File: src/rtl/alu_out_capture.sv
// Multi-channel alu_out result capture: per-channel timestamped FIFOs drained
// round-robin onto a single valid/ready stream, with a saturating drop counter.
module alu_out_capture #(
    parameter int NUM_CH               = 4,
    parameter int ALU_OUT_RESULT_WIDTH = 16,
    parameter int DEPTH                = 4,
    parameter int TS_WIDTH             = 16,
    parameter int CNT_WIDTH            = 8,
    parameter int EDGE_MODE            = 0,
    localparam int CH_W                = (NUM_CH > 1) ? $clog2(NUM_CH) : 1
) (
    input  logic                                   clk,
    input  logic                                   rst,
    input  logic                                   enable,
    input  logic                                   flush,
    input  logic [NUM_CH-1:0]                      done,
    input  logic [NUM_CH*ALU_OUT_RESULT_WIDTH-1:0] result,
    output logic                                   out_valid,
    input  logic                                   out_ready,
    output logic [ALU_OUT_RESULT_WIDTH-1:0]        out_result,
    output logic [CH_W-1:0]                        out_channel,
    output logic [TS_WIDTH-1:0]                    out_timestamp,
    output logic [NUM_CH-1:0]                      ch_empty,
    output logic [CNT_WIDTH-1:0]                   overflow_count
);

    localparam int W       = ALU_OUT_RESULT_WIDTH;
    localparam int PTR_W   = $clog2(DEPTH);
    localparam int OCC_W   = PTR_W + 1;
    localparam int ENTRY_W = W + TS_WIDTH;
    localparam int SUM_W   = CNT_WIDTH + CH_W + 1;
    localparam logic [CNT_WIDTH-1:0] CNT_MAX = '1;

    logic [TS_WIDTH-1:0]  ts_q, ts_d;
    logic [NUM_CH-1:0]    done_q, done_d;
    logic [CH_W-1:0]      rr_q, rr_d;
    logic [CNT_WIDTH-1:0] overflow_q, overflow_d;
    logic                 out_valid_q, out_valid_d;
    logic [W-1:0]         out_result_q, out_result_d;
    logic [CH_W-1:0]      out_channel_q, out_channel_d;
    logic [TS_WIDTH-1:0]  out_timestamp_q, out_timestamp_d;

    logic [ENTRY_W-1:0]   mem_q [NUM_CH][DEPTH];
    logic [ENTRY_W-1:0]   mem_d [NUM_CH][DEPTH];
    logic [PTR_W-1:0]     wr_ptr_q [NUM_CH];
    logic [PTR_W-1:0]     wr_ptr_d [NUM_CH];
    logic [PTR_W-1:0]     rd_ptr_q [NUM_CH];
    logic [PTR_W-1:0]     rd_ptr_d [NUM_CH];
    logic [OCC_W-1:0]     occ_q [NUM_CH];
    logic [OCC_W-1:0]     occ_d [NUM_CH];

    logic                 load;
    logic                 found;
    logic                 take;
    logic [CH_W-1:0]      grant;
    logic [CH_W-1:0]      scan_idx;
    int                   scan_sum;
    logic [NUM_CH-1:0]    qualify;
    logic [NUM_CH-1:0]    push;
    logic [NUM_CH-1:0]    pop;
    logic [NUM_CH-1:0]    drop;
    logic [SUM_W-1:0]     drop_cnt;
    logic [SUM_W-1:0]     ovf_sum;

    always_comb begin
        ts_d            = ts_q + TS_WIDTH'(1);
        done_d          = done;
        rr_d            = rr_q;
        overflow_d      = overflow_q;
        out_valid_d     = out_valid_q;
        out_result_d    = out_result_q;
        out_channel_d   = out_channel_q;
        out_timestamp_d = out_timestamp_q;
        mem_d           = mem_q;
        wr_ptr_d        = wr_ptr_q;
        rd_ptr_d        = rd_ptr_q;
        occ_d           = occ_q;
        load            = !out_valid_q || out_ready;
        found           = 1'b0;
        grant           = '0;
        scan_idx        = '0;
        scan_sum        = 0;
        qualify         = '0;
        push            = '0;
        pop             = '0;
        drop            = '0;
        drop_cnt        = '0;

        // Round-robin scan starting at the pointer, wrapping past the last channel
        for (int j = 0; j < NUM_CH; j++) begin
            scan_sum = int'(rr_q) + j;
            if (scan_sum >= NUM_CH) begin
                scan_sum = scan_sum - NUM_CH;
            end
            scan_idx = CH_W'(scan_sum);
            if (!found && (occ_q[scan_idx] != '0)) begin
                found = 1'b1;
                grant = scan_idx;
            end
        end
        take = !flush && load && found;

        for (int i = 0; i < NUM_CH; i++) begin
            qualify[i] = enable && done[i] && ((EDGE_MODE == 0) || !done_q[i]);
            pop[i]     = take && (grant == CH_W'(i));
            push[i]    = !flush && qualify[i] && ((occ_q[i] != OCC_W'(DEPTH)) || pop[i]);
            drop[i]    = !flush && qualify[i] && !push[i];
            drop_cnt   = drop_cnt + SUM_W'(drop[i]);
            if (flush) begin
                wr_ptr_d[i] = '0;
                rd_ptr_d[i] = '0;
                occ_d[i]    = '0;
            end else begin
                if (push[i]) begin
                    mem_d[i][wr_ptr_q[i]] = {result[i*W +: W], ts_q};
                    wr_ptr_d[i]           = wr_ptr_q[i] + PTR_W'(1);
                end
                if (pop[i]) begin
                    rd_ptr_d[i] = rd_ptr_q[i] + PTR_W'(1);
                end
                occ_d[i] = occ_q[i] + OCC_W'(push[i]) - OCC_W'(pop[i]);
            end
        end

        ovf_sum = SUM_W'(overflow_q) + drop_cnt;
        if (ovf_sum > SUM_W'(CNT_MAX)) begin
            overflow_d = CNT_MAX;
        end else begin
            overflow_d = ovf_sum[CNT_WIDTH-1:0];
        end

        // Flush drops the valid flag but leaves the last word visible on out_*
        if (flush) begin
            out_valid_d = 1'b0;
        end else if (load) begin
            out_valid_d = found;
            if (found) begin
                {out_result_d, out_timestamp_d} = mem_q[grant][rd_ptr_q[grant]];
                out_channel_d                   = grant;
                rr_d = (grant == CH_W'(NUM_CH - 1)) ? '0 : grant + CH_W'(1);
            end
        end
    end

    always_ff @(posedge clk) begin
        if (rst) begin
            ts_q            <= '0;
            done_q          <= '0;
            rr_q            <= '0;
            overflow_q      <= '0;
            out_valid_q     <= 1'b0;
            out_result_q    <= '0;
            out_channel_q   <= '0;
            out_timestamp_q <= '0;
            for (int i = 0; i < NUM_CH; i++) begin
                wr_ptr_q[i] <= '0;
                rd_ptr_q[i] <= '0;
                occ_q[i]    <= '0;
            end
        end else begin
            ts_q            <= ts_d;
            done_q          <= done_d;
            rr_q            <= rr_d;
            overflow_q      <= overflow_d;
            out_valid_q     <= out_valid_d;
            out_result_q    <= out_result_d;
            out_channel_q   <= out_channel_d;
            out_timestamp_q <= out_timestamp_d;
            wr_ptr_q        <= wr_ptr_d;
            rd_ptr_q        <= rd_ptr_d;
            occ_q           <= occ_d;
        end
    end

    // Storage needs no reset: occupancy alone decides what is readable
    always_ff @(posedge clk) begin
        mem_q <= mem_d;
    end

    always_comb begin
        for (int i = 0; i < NUM_CH; i++) begin
            ch_empty[i] = (occ_q[i] == '0);
        end
    end

    assign out_valid      = out_valid_q;
    assign out_result     = out_result_q;
    assign out_channel    = out_channel_q;
    assign out_timestamp  = out_timestamp_q;
    assign overflow_count = overflow_q;

endmodule
File: config.mk
export PLATFORM = sky130hd
export DESIGN_NAME = alu_out_capture
export DESIGN_NICKNAME = d
export VERILOG_FILES = /design/src/rtl/alu_out_capture.sv
export SDC_FILE = /design/constraint.sdc
export NUM_CORES = 1
export LEC_CHECK = 0
export CAP_MARGIN = 20
export CORE_ASPECT_RATIO = 2
export CORE_MARGIN = 2
export CORE_UTILIZATION = 61
export CTS_CLUSTER_DIAMETER = 100
export DETAILED_ROUTE_END_ITERATION = 6
export GPL_TIMING_DRIVEN = 0
export HOLD_SLACK_MARGIN = 0.02
export PLACE_DENSITY = 0.87
export SYNTH_ARGS = -nofsm -noshare
export SYNTH_HDL_FRONTEND = slang
export SYNTH_SLANG_ARGS = --single-unit
export TNS_END_PERCENT = 1
File: constraint.sdc
create_clock -name clk -period 11.18 [get_ports clk]
set_input_delay 1.118 -clock clk [delete_from_list [all_inputs] [get_ports clk]]
set_output_delay 1.118 -clock clk [all_outputs]
set_load 0.03 [all_outputs]
== After elaboration in Yosys (flattened, before gate mapping) ==
Cells that the tools add are included.
Cells by class
  multiplexer cells: 47
  reduce and logical (&&, ||, !) cells: 58
  equality and inequality tests: 7
  bitwise gates (word level): 11
  order comparisons: 19
  add/subtract/negate cells: 29
Operators by type and width (count)
  bitwise mux 128 bit: 4
  binary-select mux 128 bit (select 2 bit): 1
  demux 32 bit (select 2 bit): 4
  2-to-1 mux 128 bit: 2
  2-to-1 mux 32 bit: 6
  binary-select mux 32 bit (select 2 bit): 1
  greater-or-equal comparator 3 bit (second input constant): 13
  NOT 2 -> 3 bit: 10
  logical AND 1 bit: 29
  binary-select mux 3 bit (select 2 bit): 4
  2-to-1 mux 3 bit: 8
  2-to-1 mux 2 bit: 11
  adder 2 x 1 -> 2 bit (second input constant): 9
  adder 16 x 1 -> 16 bit (second input constant): 1
  adder 3 x 1 -> 3 bit: 4
  zero test 3 bit: 4
  < comparator 3 x 1 -> 1 bit (second input constant): 4
  inequality test 3 bit (second input constant): 4
  nonzero test 3 bit: 4
  subtractor 3 x 1 -> 3 bit: 4
  adder 8 x 4 -> 9 bit: 1
  greater-than comparator 9 x 8 -> 1 bit (second input constant): 1
  zero test 1 bit: 9
  2-to-1 mux 8 bit: 1
  17 further kinds: 32
Word-level totals
  bits of input ports: 73
  bits in registers: 601
  logic and storage cells: 206
  output and inout bits: 47

== Logic depth before layout (Yosys ltp) ==
  word-level depth: 29
  depth in mapped cells: 20
  gate-level depth less buffers: 17

== Least setup slack after synthesis ==
No wires, ideal clock.
  path kind: register to register
  from: register occ_q[4] (netlist bit)
  to: register overflow_q[4], in the netlist overflow_count[4]
  data arrival time: 4644 ps
  period minus slack after synthesis: 4776 ps
  path slack: 6404 ps
  stages on the path, launching flop included: 19
  buffers on the path: 2
  setup time: 132 ps
  path through: dfxtp_1 > or3_1 > inv_1 > a211oi_1 > o32ai_2 > inv_1 > clkbuf_1 > clkbuf_1 > ha_1 > nand2_1 > inv_1 > or3_1 > fa_1 > inv_1 > fa_1 > fa_1 > nand3_1 > xor2_1 > a21oi_1
RTL lines
  start: declaration: line 49  | logic [OCC_W-1:0] occ_q [NUM_CH];
  start signal: indexed assignment: line 158  | occ_q[i] <= '0;
  start signal: assignment: line 171  | occ_q <= occ_d;
  binary-select mux 3 bit (select 2 bit): line 96  | if (!found && (occ_q[scan_idx] != '0)) begin
  2-to-1 mux 3 bit (implied by the code) (2 in series): line 96
  nonzero test 3 bit: line 96
  2-to-1 mux 1 bit: line 96
  zero test 1 bit: line 96
  logical AND 1 bit: line 96
  2-to-1 mux 1 bit: line 96
  zero test 1 bit: line 96
  [5 not listed]
  named net grant[1]: line 55  | logic [CH_W-1:0] grant;
  [2 not listed]
  named net pop[2]: line 60  | logic [NUM_CH-1:0] pop;
  [1 not listed]
  logical AND 1 bit (*): line 106  | push[i] = !flush && qualify[i] && ((occ_q[i] != OCC_W'(DEPTH)) || pop[i]);
  zero test 1 bit (*): line 107  | drop[i] = !flush && qualify[i] && !push[i];
  logical AND 1 bit (*): line 107
  adder 2 x 1 -> 3 bit (*): line 108  | drop_cnt = drop_cnt + SUM_W'(drop[i]);
  adder 3 x 1 -> 4 bit (*): line 108
  adder 8 x 4 -> 9 bit (*): line 125  | ovf_sum = SUM_W'(overflow_q) + drop_cnt;
  greater-than comparator 9 x 8 -> 1 bit: line 126  | if (ovf_sum > SUM_W'(CNT_MAX)) begin
  2-to-1 mux 8 bit (*): line 126
  end signal: assignment: line 164  | overflow_q <= overflow_d;
  end: declaration: line 37  | logic [CNT_WIDTH-1:0] overflow_q, overflow_d;
The timed path passes the listed nets; every way through them passes the cells marked *. The select of a mux whose other input is x is not followed.
A chain may end at the register's enable or synchronous reset.

== Worst setup path in the final report ==
  from: register occ_q[4] (netlist bit)
  to: register overflow_q[5], in the netlist overflow_count[5]
The elaborated chain is that of the path after synthesis.

==> metrics.md <==
| Metric | Value |
|---|---|
| Outcome | complete, but fails checks |
| Violated checks | DRC |
| Yosys reg bits | around 600 |
| Core area | 39300 sq um |
| Worst Hold Class | reg -> reg |
| Post-Syn Nets | about 1700 |
| Start point of the worst hold path | out_result[1] |
| Max-slew violation count | 0 |
| Die footprint | roughly 41000 sq um |
| Avg WL per Cell | roughly 29 microns |
| Synth Flop Type | edfxtp_1 |
| CTS Hold Bufs | 0 |
| Clk_lat worst skew | about 0.58 ns |
| GRT Total Usage | around a third |
| Final Skew | 0.0252 ns |
| LEAKAGE | between 0.01 and 0.015 uW |
| Most numerous cell in the Yosys netlist | edfxtp_1 |
| Synth top area share | between 60% and 70% |
| Mapped cell area | ~24000 sq um |
| Worst-margin pin slew | between 1 and 1.5 ns |
| H-tree levels | 2 |
| Placer Congestion | 0.894 |
| Async S/R FF share, synth | 0% |
| Die width | roughly 140 microns |
| Row Count | 103 |
| Ant diodes | 0 |
| Peak supply drop | 126 uV |
| Internal power | 3650 uW |
| Dpl hpwl | around 43000 microns |
| Synth top area cells | edfxtp_1 64%, mux2i_1 7.9%, dfxtp_1 7.4% |
| Commonest cells in the netlist | 512 x edfxtp_1, 192 x mux2i_1, 153 x nand2_1, 141 x a21oi_1, 89 x dfxtp_1 |
| Clk sinks | 601 |
| Initial antenna violation count | 0 |
| Cell accounting for the most synthesized area | edfxtp_1 |
| Final setup vio count | 0 |
| Combinational group share of total power | between 10% and 20% |
| Minimum clock period | 6.26 ns |
| Sw Ratio | about a quarter |
| Worst-path clk slew | about 0.07 ns |
| IO Pins | 120 |
| P_sw | approximately 1200 uW |
| Drt first pass iters | 7 |
| FF-to-FF Start | occ_q[4] |
| CTS tree | done |
| Vias in the first global route | approximately 17000 |
| Largest net degree at the start of global routing | 32 |
| Synth Instances | about 1600 |
| Sequential area share after synthesis | a little under three quarters |
| Total gr overflow | 0 |
| Yosys cell types | between 40 and 50 |
| Total setup buffers inserted after CTS | 0 |
| Fin. Hold Viols | 0 |
| Unrepaired setup endpoints after global routing | false |
| Routed WL | slightly below 70000 microns |
| CP startpoint kind | register |
| Clock Power Share | approximately 36% |
| Via count | 15792 |
| Fill cells | ~2300 |
| Starting Density | about three fifths |
| Remaining antenna violation count | 0 |
| WP data arrival | roughly 6.7 ns |
| Die Ht | 286 microns |
| Seq pwr share | about half |
| Post-route setup TNS | 0 ns |
| Cell area after layout | 28000 sq um |
| Resized Gates After CTS | 0 |
| Drt initial violations | ~2500 |
| Fraction of layout cells with a size suffix above 1 | a little under a tenth |
| Setup crit start | occ_q[4] |
| Syn avg cell area | about 15 sq um |
| Max-Cap Viols | 0 |
| Max Fanout on Critical Path | 11 |
| Final layout net count | roughly 1900 |
| Post-synth EDFFs | 512 |
| Clock buffer count from CTS | 48 |
| Vias per cell | 6.73 |
| Number of synthesis warnings | 0 |
| Fin crit share | a little under three fifths |
| First-pass GRT wire length | 99300 microns |
| Maximum clock path buffer count | 3 |
| Port bufs | approximately 120 |
| Area Growth Syn to Fin | 15.8% |
| CP Class | reg -> reg |
| Crit end category | register |
| Clock root buffer | clkbuf_16 |
| Slew headroom | 26.8% |
| Placed Area | approximately 26000 sq um |
| DRC Markers | 4 |
| Req. time, crit path | around 12 ns |
| PD cells | 172 nW/um^2 |
| Fmax | 0.160 GHz |
metrics by stage:
step / total power (uW) / hold WS, ns / utilization [%] / setup WS (ns) / cells
global placement: 3070 / 0.471 / 66.2 / 4.92 / 2241
CTS: 4800 / 0.496 / 71.2 / 5.00 / 2346
detailed placement: 3090 / 0.480 / 67.1 / 5.16 / 2257
floorplan: 2860 / 0.491 / - / 6.40 / 1597
finish: 4820 / 0.494 / 71.2 / 4.92 / 2347
global route: 4930 / 0.507 / 71.2 / 4.77 / 2347
final cells by class:
class | count | area [sq um] | area share (%)
repair buffers | 136 | 1530 | 5.48
multi-input cells | 859 | 6460 | 23.1
plain buffers | 93 | 413 | 1.47
flip-flops and latches | 601 | 17200 | 61.3
well taps | 525 | 657 | 2.35
inverters | 44 | 165 | 0.590
clock buffers | 68 | 1370 | 4.88
clock inverters | 21 | 250 | 0.894
routing by layer:
| metal | GRT usage [%] | vias up | part of all wire, % |
|---|---|---|---|
| li1 | - | 6426 | - |
| met1 | 36.0 | 7622 | 30 |
| met2 | 56.9 | 1336 | 51 |
| met3 | 5.99 | 408 | 10 |
| met4 | 23.7 | 0 | 8.5 |
| met5 | 0 | - | 0 |
placed cells by master, fill, tap and decap left out, drive strengths merged, types with 10 or more instances in the layout:
cell           netlist  routed
xor2                17      17
clkinv               0      10
buf                 33      50
mux2                31      31
edfxtp             512     512
dfxtp               89      89
clkdlybuf4s50        0     119
nor2                51      51
nand3               12      12
mux2i              192     192
a221o               31      31
a21oi              141     141
and2                21      21
o21a                31      31
ha                  30      30
a221oi              64      64
inv                 44      47
xnor2               19      19
nand2              153     153
clkbuf              60     128
worst max-delay path: stages, from the launching register on:
cell and delay [ns]:
dfxtp_1 0.37, or3_1 0.48, inv_1 0.16, a211oi_1 0.09, o32ai_2 0.79, inv_1 0.40, clkbuf_1 0.48, clkbuf_1 0.46
ha_1 0.34, nand2_1 0.16, inv_1 0.10, or3_1 0.40, fa_1 0.51, inv_1 0.07, fa_1 0.46, fa_1 0.48
nand4_1 0.24, a21oi_1 0.11
power groups by stage:
| stage | registers, uW | clock network [uW] | logic, uW |
|---|---|---|---|
| 2_1_floorplan | 2550 | 0 | 312 |
| 3_3_place_gp | 2530 | 0 | 538 |
| 3_5_place_dp | 2530 | 0 | 563 |
| 4_1_cts | 2480 | 1750 | 575 |
| 5_1_grt | 2480 | 1840 | 611 |
| 6_report | 2480 | 1760 | 588 |
path summary, 6_finish.rpt:
kind                             to  slack [ns]  depth (start not counted)
setup / recovery  overflow_count[5]        4.92                         17
hold / removal        out_result[1]        0.49                          1
setup reg to reg  overflow_count[5]        4.92                         17
hold reg to reg       out_result[1]        0.49                          1
logic make-up after synthesis:
family / after synthesis / synth area share (%)
flip-flops: 601 / 71.0
XOR/XNOR: 36 / 1.30
adder cells (fa/ha/maj): 37 / 2.13
AO/OA/AOI/OAI: 291 / 8.34
AND/OR/NAND/NOR: 270 / 4.86
buffers and inverters: 137 / 2.39
multiplexers: 225 / 10.0
sequential cells by signal (all words and copies together) (netlist names):
| register | flops |
|---|---|
| out_timestamp | 16 |
| ts_q | 16 |
| out_channel | 2 |
| mem_q | 512 |
| out_valid | 1 |
| occ_q | 12 |
| rd_ptr_q | 8 |
| out_result | 16 |
| wr_ptr_q | 8 |
| overflow_count | 8 |
| rr_q | 2 |
(Power assumes the default switching activity.)
